$ cat src/rtl/reg_dump_ctrl.sv
// Register-file dump sequencer: after HALT, waits for writebacks to drain, then reads
// r0..r(NUM_REGS-1) over the halt read port and streams each value out on a
// valid/ready handshake.
module reg_dump_ctrl #(
    parameter int unsigned NUM_REGS     = 32,
    parameter int unsigned ADDR_W       = 5,
    parameter int unsigned DATA_W       = 32,
    parameter int unsigned DRAIN_CYCLES = 4
) (
    input  logic              clk,
    input  logic              rst_n,
    input  logic              hlt,
    input  logic              wb_we,
    input  logic [DATA_W-1:0] reg_data,
    output logic              re_hlt,
    output logic [ADDR_W-1:0] addr_hlt,
    output logic              dump_valid,
    input  logic              dump_ready,
    output logic [DATA_W-1:0] dump_data,
    output logic [ADDR_W-1:0] dump_addr,
    output logic              busy,
    output logic              done
);

    localparam int unsigned CntW = (DRAIN_CYCLES > 1) ? $clog2(DRAIN_CYCLES) : 1;
    localparam logic [CntW-1:0]   DrainMax = CntW'(DRAIN_CYCLES - 1);
    localparam logic [ADDR_W-1:0] LastIdx  = ADDR_W'(NUM_REGS - 1);

    typedef enum logic [2:0] {
        StIdle,
        StDrain,
        StRead,
        StCapture,
        StPresent,
        StDone
    } state_e;

    state_e            state_q, state_d;
    logic [CntW-1:0]   drain_cnt_q, drain_cnt_d;
    logic [ADDR_W-1:0] idx_q, idx_d;
    logic [DATA_W-1:0] dump_data_q, dump_data_d;
    logic [ADDR_W-1:0] dump_addr_q, dump_addr_d;

    // State, counters and the presented beat.
    always_ff @(posedge clk or negedge rst_n) begin
        if (!rst_n) begin
            state_q     <= StIdle;
            drain_cnt_q <= '0;
            idx_q       <= '0;
            dump_data_q <= '0;
            dump_addr_q <= '0;
        end else begin
            state_q     <= state_d;
            drain_cnt_q <= drain_cnt_d;
            idx_q       <= idx_d;
            dump_data_q <= dump_data_d;
            dump_addr_q <= dump_addr_d;
        end
    end

    // Next-state sequencing: drain, then READ/CAPTURE/PRESENT per register.
    always_comb begin
        state_d     = state_q;
        drain_cnt_d = drain_cnt_q;
        idx_d       = idx_q;
        dump_data_d = dump_data_q;
        dump_addr_d = dump_addr_q;
        unique case (state_q)
            StIdle: begin
                if (hlt) begin
                    state_d     = StDrain;
                    drain_cnt_d = DrainMax;
                end
            end
            StDrain: begin
                // Any writeback restarts the quiet window.
                if (wb_we) begin
                    drain_cnt_d = DrainMax;
                end else if (drain_cnt_q == '0) begin
                    state_d = StRead;
                end else begin
                    drain_cnt_d = drain_cnt_q - 1'b1;
                end
            end
            StRead: begin
                state_d = StCapture;
            end
            StCapture: begin
                // BRAM data for the address presented in READ is valid now.
                dump_data_d = reg_data;
                dump_addr_d = idx_q;
                state_d     = StPresent;
            end
            StPresent: begin
                if (dump_ready) begin
                    if (idx_q == LastIdx) begin
                        state_d = StDone;
                    end else begin
                        idx_d   = idx_q + 1'b1;
                        state_d = StRead;
                    end
                end
            end
            StDone: begin
                state_d = StDone;
            end
            default: begin
                state_d = StIdle;
            end
        endcase
    end

    // Outputs decoded from state or taken straight from registers.
    always_comb begin
        busy       = (state_q == StDrain) || (state_q == StRead) ||
                     (state_q == StCapture) || (state_q == StPresent);
        re_hlt     = busy;
        // DRAIN parks the mux on address 0; afterwards it follows the index.
        addr_hlt   = ((state_q == StRead) || (state_q == StCapture) ||
                      (state_q == StPresent)) ? idx_q : '0;
        dump_valid = (state_q == StPresent);
        done       = (state_q == StDone);
        dump_data  = dump_data_q;
        dump_addr  = dump_addr_q;
    end

endmodule

$ cat config.mk
export PLATFORM = sky130hd
export DESIGN_NAME = reg_dump_ctrl
export DESIGN_NICKNAME = d
export VERILOG_FILES = /design/src/rtl/reg_dump_ctrl.sv
export SDC_FILE = /design/constraint.sdc
export NUM_CORES = 1
export LEC_CHECK = 0
export CELL_PAD_IN_SITES_DETAIL_PLACEMENT = 1
export CELL_PAD_IN_SITES_GLOBAL_PLACEMENT = 2
export CORE_MARGIN = 2
export CORE_UTILIZATION = 28
export CTS_CLUSTER_DIAMETER = 150
export DETAILED_ROUTE_END_ITERATION = 8
export PLACE_DENSITY_LB_ADDON = 0.1
export SLEW_MARGIN = 20
export SYNTH_ARGS = -nofsm -noshare
export SYNTH_HDL_FRONTEND = slang
export SYNTH_SLANG_ARGS = --single-unit
$ cat constraint.sdc
create_clock -name clk -period 1.8 [get_ports clk]
set_input_delay 0.18 -clock clk [delete_from_list [all_inputs] [get_ports clk]]
set_output_delay 0.18 -clock clk [all_outputs]
set_load 0.02 [all_outputs]
==> results.ini, run 1 <==
[synth]
synth_ff_type = dfrtp_1
yosysMostFrequentCell = dfrtp_1
netlist.area_leader.share_pct = 56.8
ys_warn_count = 0
synth_nets = 181
synth.distinct_cells = 32
synth_top_area_cell = dfrtp_1
syn_area_um2 = 2070
syn_avg_cell_area_um2 = 14.7
synth_edf_count = 0
synthCells = 141
synthArstFlopShare_pct = 100
ys_top_cells_by_area = dfrtp_1 57%, mux2_2 15%, mux2_4 5.8%, buf_6 2.7%, mux2_1 2.7%
synth_seq_area_share_pct = 56.8
yosys-top-cells-count = 47 x dfrtp_1, 28 x mux2_2, 8 x mux2_4
synth-seq-cells = 47

[cells_and_area]
synthToLayoutAreaGrowth_pct = 52.2
fin_nets = 273
drive_above_1_share_pct = 27.0
nFillCells = 765
antenna_cells = 0

[worst_setup_path]
max_stage_delay_ps = 470
cp_top_family = buffers and inverters
critical_path.startpoint_type = flip-flop
critPathKind = flip-flop to output port
worstPathCellList = buf_4, nor2_1, xnor2_1, dlygate4sd1_1
worstRegToRegCells = 5
critical_path.endpoint_type = output port
crit_arrival_ps = 1550
required_ps = 1620
slowest_stage = dfrtp_2
regToRegEndpoint = idx_q[4]
crit_fanout = 8
worst-path-buf-inv = 2
reg2reg_from = idx_q[0]
r2r_setup_slack_ps = 150

[floorplan]
die_h_um = 90.0
die_w_um = 90.0
core_area_um2 = 7210
initial_core_util_pct = 28.7
rows = 31
die-area_um2 = 8100
pin_count = 83

[sta]
fin_crit_ps = 1730
fin_crit_sh_pct = 96.1
fin_tns_setup_ps = 0
slew-limit-headroom_pct = 60.9
hold_violations = 0
worstMarginPinSlew_ps = 586
worst_slack_ps = 71.0
rsz0062_at_grt = yes
setup_viol = 0
fmax_ghz = 0.578
fin_worst_skew_ps = 9.41
hold-worst-slack_ps = 428
final_max_slew_viol_count = 0

[routing]
vias_per_cell = 4.35
drc = 0
antenna_left = 0
vias = 1444
drtIter0Drc = 27
first_pass_iters = 4
routed_wl_um = 4840
wl_per_cell_um = 14.6

[cts]
cts_max_level = 2
clock_path_buffers = 2
clkSinkCount = 47
cts_root_buffer = clkbuf_8
clk_latency_ps = 290
cts_buffers = 5
cts_setup_buffers = 0
clkTransAtPathRegs_ps = 90
tritoncts = built

[min_path]
hold_path_class = input port to async pin

[global_route]
grt_max_degree = 35
antenna_found_initial = 0
grt-ovfl-total = 0
grt_usage_pct = 12.3
grt_pass1_vias = 1542
grt_pass1_wl_um = 8060

[placement]
detailed_place_hpwl_um = 3670
pre_cts_ws_ps = 34.6
globalplace.congestion = 0.791
portBuffers = 82

[job]
drv_cap = 0

[pwr]
p_leak_nw = 1.38
power_density_nw_per_um2 = 1680
vdd_drop_max_v = 0.000764
finalPower_w = 0.00528

[run_status]
status = completed

-- power breakdown --
group | switching, W | internal, W
Clock | 0.000327 | 0.000407
Sequential | 0.000251 | 0.00154
Combinational | 0.00128 | 0.00148
Total | 0.00186 | 0.00343
-- logic make-up after synthesis --
kind of cell	count (synthesis)	synth area share (%)
fa+ha+maj	3	1.81
flops	47	56.8
buf+inv	12	4.41
simple gates	26	9.19
mux	41	23.7
xor+xnor	4	1.69
compound gates	8	2.36
-- layout make-up --
class                           count  area, um2  share of cell area (%)
Clock buffer                        6       72.6                    2.30
Clock inverter                      1       30.0                   0.953
Timing Repair Buffer               93        912                    28.9
Inverter                            4       15.0                   0.476
Tap cell                           99        124                    3.93
Multi-Input combinational cell     82        821                    26.0
Sequential cell                    47       1180                    37.4
-- worst max path at each step --
stage	startpoint	to	slack [ps]	cells past startpoint
final	state_q[1]	re_hlt	70	4
after global routing	state_q[1]	re_hlt	-10	4
after CTS	state_q[1]	done	9	4
after detailed placement	state_q[2]	addr_hlt[3]	30	5
after global placement	state_q[1]	done	80	4
after floorplan	idx_q[0]	idx_q[3]	170	6
-- sequential cells by signal (all words and copies together), names as in the netlist --
name,count
dump_addr,5
dump_data,32
state_q,3
drain_cnt_q,2
idx_q,5
-- metrics by stage --
step           area [um2]  cells  util [%]
2_1_floorplan        2070    141         -
3_3_place_gp         3030    324      42.1
3_5_place_dp         3030    324      42.1
4_1_cts              3140    332      43.5
5_1_grt              3150    332      43.7
6_report             3150    332      43.7
-- metal layers --
| layer | vias up | track usage (%) | wire length [um] |
|---|---|---|---|
| met5 | - | 0 | 0 |
| met1 | 722 | 16.3 | 2200 |
| li1 | 670 | - | - |
| met4 | 0 | 2.69 | 24 |
| met2 | 50 | 20.5 | 2360 |
| met3 | 2 | 3.10 | 252 |
-- layout by cell type (no fill, tap or decap), drive strengths merged, types with 2 or more instances in the layout --
master and n:
o21ai 2, inv 4, xnor2 3, dfrtp 47
ha 3, nand2b 3, mux2 41, dlygate4sd2 2
nand2 2, nor2 4, clkbuf 8, clkdlybuf4s15 4
a21oi 2, nand3b 2, nor2b 7, buf 11
clkdlybuf4s50 72
-- repair_timing --
| action | 4_1_cts | 5_1_grt |
|---|---|---|
| hold endpoints to repair | 24 | 0 |
| pin swaps | 0 | 1 |
| setup endpoints to repair | 9 | 9 |
| hold buffers | 1 | 0 |
| resized for setup | 11 | 12 |
-- worst register-to-register path, stage by stage (launching register included) --
cell,delay [ps]
dfrtp_1,390
ha_1,220
and3_1,190
ha_1,220
nand3b_4,210
mux2_4,310
No activity file was read; power rests on OpenSTA's default activity.
==> inputs of run 2 (changes only) <==
- PLACE_DENSITY: not set -> 0.9
- PLACE_DENSITY_LB_ADDON: 0.1 -> not set
- SKIP_CTS_REPAIR_TIMING: not set -> 1
==> run 2 against run 1 <==
Non-clock buffer count increased by 4. Power increased by 1.8%. Flip-flop and latch count unchanged. Count of clock-buffer cells in the layout unchanged. Routed wire length increased by 1.7%. Global-route usage increased by 0.27 points. Critical endpoint is now idx_q[3]. Combinational power increased by 1%. Die area unchanged. Setup slack got worse by 31 ps. First-iteration DRC count decreased by 85%. Final cell count increased by 1.5%. Clock power increased by 8.0%.
==> results.ini, run 2 (synthesis results as in run 1) <==
[global_route]
grt-ovfl-total = 0  ; unchanged
antenna_found_initial = 0  ; unchanged
grt_max_degree = 25  ; was 35
grt_pass1_wl_um = 8070  ; was 8060 um
grt_usage_pct = 12.6  ; was 12.3%
grt_pass1_vias = 1555  ; was 1542

[pwr]
seqPwrFrac_pct = 33.1  ; was 33.9%
p_leak_nw = 1.52  ; was 1.38 nW
vdd_drop_max_v = 0.000567  ; was 0.000764 V
clock_power_share_pct = 14.8  ; was 13.9%
swShare_pct = 34.7  ; was 35.1%
combPwrFrac_pct = 52.1  ; was 52.2%
finalPower_w = 0.00538  ; was 0.00528 W
power_switching_w = 0.00186  ; about the same
power_density_nw_per_um2 = 1680  ; about the same
p_int_w = 0.00351  ; was 0.00343 W

[cts]
clock_path_buffers = 2  ; unchanged
clkTransAtPathRegs_ps = 90  ; about the same
cts_max_level = 2  ; unchanged
clk_latency_ps = 290  ; about the same
tritoncts = built  ; unchanged
cts_buffers = 5  ; unchanged
clkSinkCount = 47  ; unchanged
cts_root_buffer = clkbuf_8  ; unchanged

[cells_and_area]
antenna_cells = 0  ; unchanged
largest_reg_flops = 32  ; unchanged
drive_above_1_share_pct = 27.7  ; was 27.0%
layout_common_cells = 72 x clkdlybuf4s50_1, 47 x dfrtp_1, 28 x mux2_2, 13 x buf_4, 9 x dlymetal6s2s_1  ; was 72 x clkdlybuf4s50_1, 46 x dfrtp_1, 28 x mux2_2, 8 x mux2_4, 8 x buf_4
layout_commonest_cell = clkdlybuf4s50_1  ; unchanged
multiInputGateArea_um2 = 812  ; was 821 um2
seq_area_um2 = 1180  ; about the same
fin_nets = 277  ; was 273
synthToLayoutAreaGrowth_pct = 55.0  ; was 52.2%
nFillCells = 777  ; was 765
final_cells = 337  ; was 332

[placement]
portBuffers = 82  ; unchanged
detailed_place_hpwl_um = 3750  ; was 3670 um
dp.cells = 328  ; was 324
globalplace.congestion = 0.721  ; was 0.791

[routing]
drc = 0  ; unchanged
wl_per_cell_um = 14.6  ; about the same
drtIter0Drc = 4  ; was 27
routed_wl_um = 4920  ; was 4840 um
antenna_left = 0  ; unchanged
vias_per_cell = 4.39  ; was 4.35
vias = 1480  ; was 1444
first_pass_iters = 4  ; unchanged

[floorplan]
core_area_um2 = 7210  ; unchanged
die_h_um = 90.0  ; unchanged
rows = 31  ; unchanged
die-area_um2 = 8100  ; unchanged
die_w_um = 90.0  ; unchanged
initial_core_util_pct = 28.7  ; unchanged
pin_count = 83  ; unchanged

[min_path]
hold_path_class = input port to async pin  ; unchanged

[worst_setup_path]
critical_path.startpoint_type = flip-flop  ; unchanged
required_ps = 2010  ; was 1620 ps
reg2reg_from = idx_q[0]  ; unchanged
startpoint = idx_q[0]  ; was state_q[1]
critPathKind = flip-flop to flip-flop  ; was flip-flop to output port
critical_path.endpoint_type = flip-flop  ; was output port
crit_arrival_ps = 1970  ; was 1550 ps
crit_fanout = 4  ; was 8

[sta]
fin_crit_sh_pct = 97.8  ; was 96.1%
fin_crit_ps = 1760  ; was 1730 ps
fin_tns_setup_ps = 0  ; unchanged
slew-limit-headroom_pct = 61.1  ; was 60.9%
hold_violations = 0  ; unchanged
fmax_ghz = 0.568  ; was 0.578 GHz
fin_worst_skew_ps = 9.39  ; was 9.41 ps
setup_viol = 0  ; unchanged
final_max_slew_viol_count = 0  ; unchanged
worstMarginPinSlew_ps = 583  ; was 586 ps

[job]
drv_cap = 0  ; unchanged

[run_status]
status = completed  ; unchanged

[run 2: cell types whose count changed in the layout (fill, tap and decap cells not counted), sizes merged, moves of 2 or more]
cell and change:
dlygate4sd2 -2, clkdlybuf4s15 -4, dlymetal6s2s +9, buf +4
clkbuf -2
[run 2: layer usage]
| metal | vias up | global-route usage [%] | wire length, um |
|---|---|---|---|
| li1 | 683 | - | - |
| met1 | 748 | 14.7 | 1990 |
| met5 | - | 0 | 0 |
| met2 | 43 | 22.3 | 2640 |
| met4 | 0 | 4.49 | 65 |
| met3 | 6 | 3.27 | 219 |
[run 2: layout make-up]
class	count	area share [%]
clock buffer	6	2.57
clock inverter	2	1.09
inverter	4	0.468
multi-input combinational	82	25.3
sequential	47	36.6
tap	99	3.86
timing repair buffer	97	30.1
[run 2: path summary, 6_finish.rpt]
path | slack, ps | end | cells past startpoint
setup / recovery | 40 | idx_q[3] | 6
hold / removal | 410 | dump_data[31] | 2
setup reg to reg | 40 | idx_q[3] | 6
hold reg to reg | 500 | dump_data[30] | 1
max in group asynchronous | 840 | dump_data[27] | 3
min in group clk | 480 | dump_data[30] | 2
[run 2: worst max-delay path, stage by stage (launching register included)]
cell,delay (ps)
dfrtp_1,390
ha_1,220
and3_1,190
ha_1,220
nand2b_1,180
nor4_2,270
xor2_1,210
[run 2: stage by stage]
| stage | hold slack [ps] | util (%) | setup slack (ps) | area, um2 |
|---|---|---|---|---|
| after detailed placement | 215 | 42.3 | 13.2 | 3050 |
| after floorplan | -116 | - | 173 | 2070 |
| final | 413 | 44.5 | 39.8 | 3210 |
| after CTS | -114 | 43.9 | -323 | 3170 |
| after global routing | 467 | 44.5 | -69.5 | 3210 |
| after global placement | 212 | 42.3 | 94.6 | 3050 |
[run 2: power by group through the flow]
stage | sequential, W | clock [W] | combinational [W]
4_1_cts | 0.00179 | 0.000839 | 0.00287
5_1_grt | 0.00184 | 0.000882 | 0.00298
3_3_place_gp | 0.00178 | 0 | 0.00280
6_report | 0.00178 | 0.000794 | 0.00280
2_1_floorplan | 0.00231 | 0 | 0.00105
3_5_place_dp | 0.00182 | 0 | 0.00285
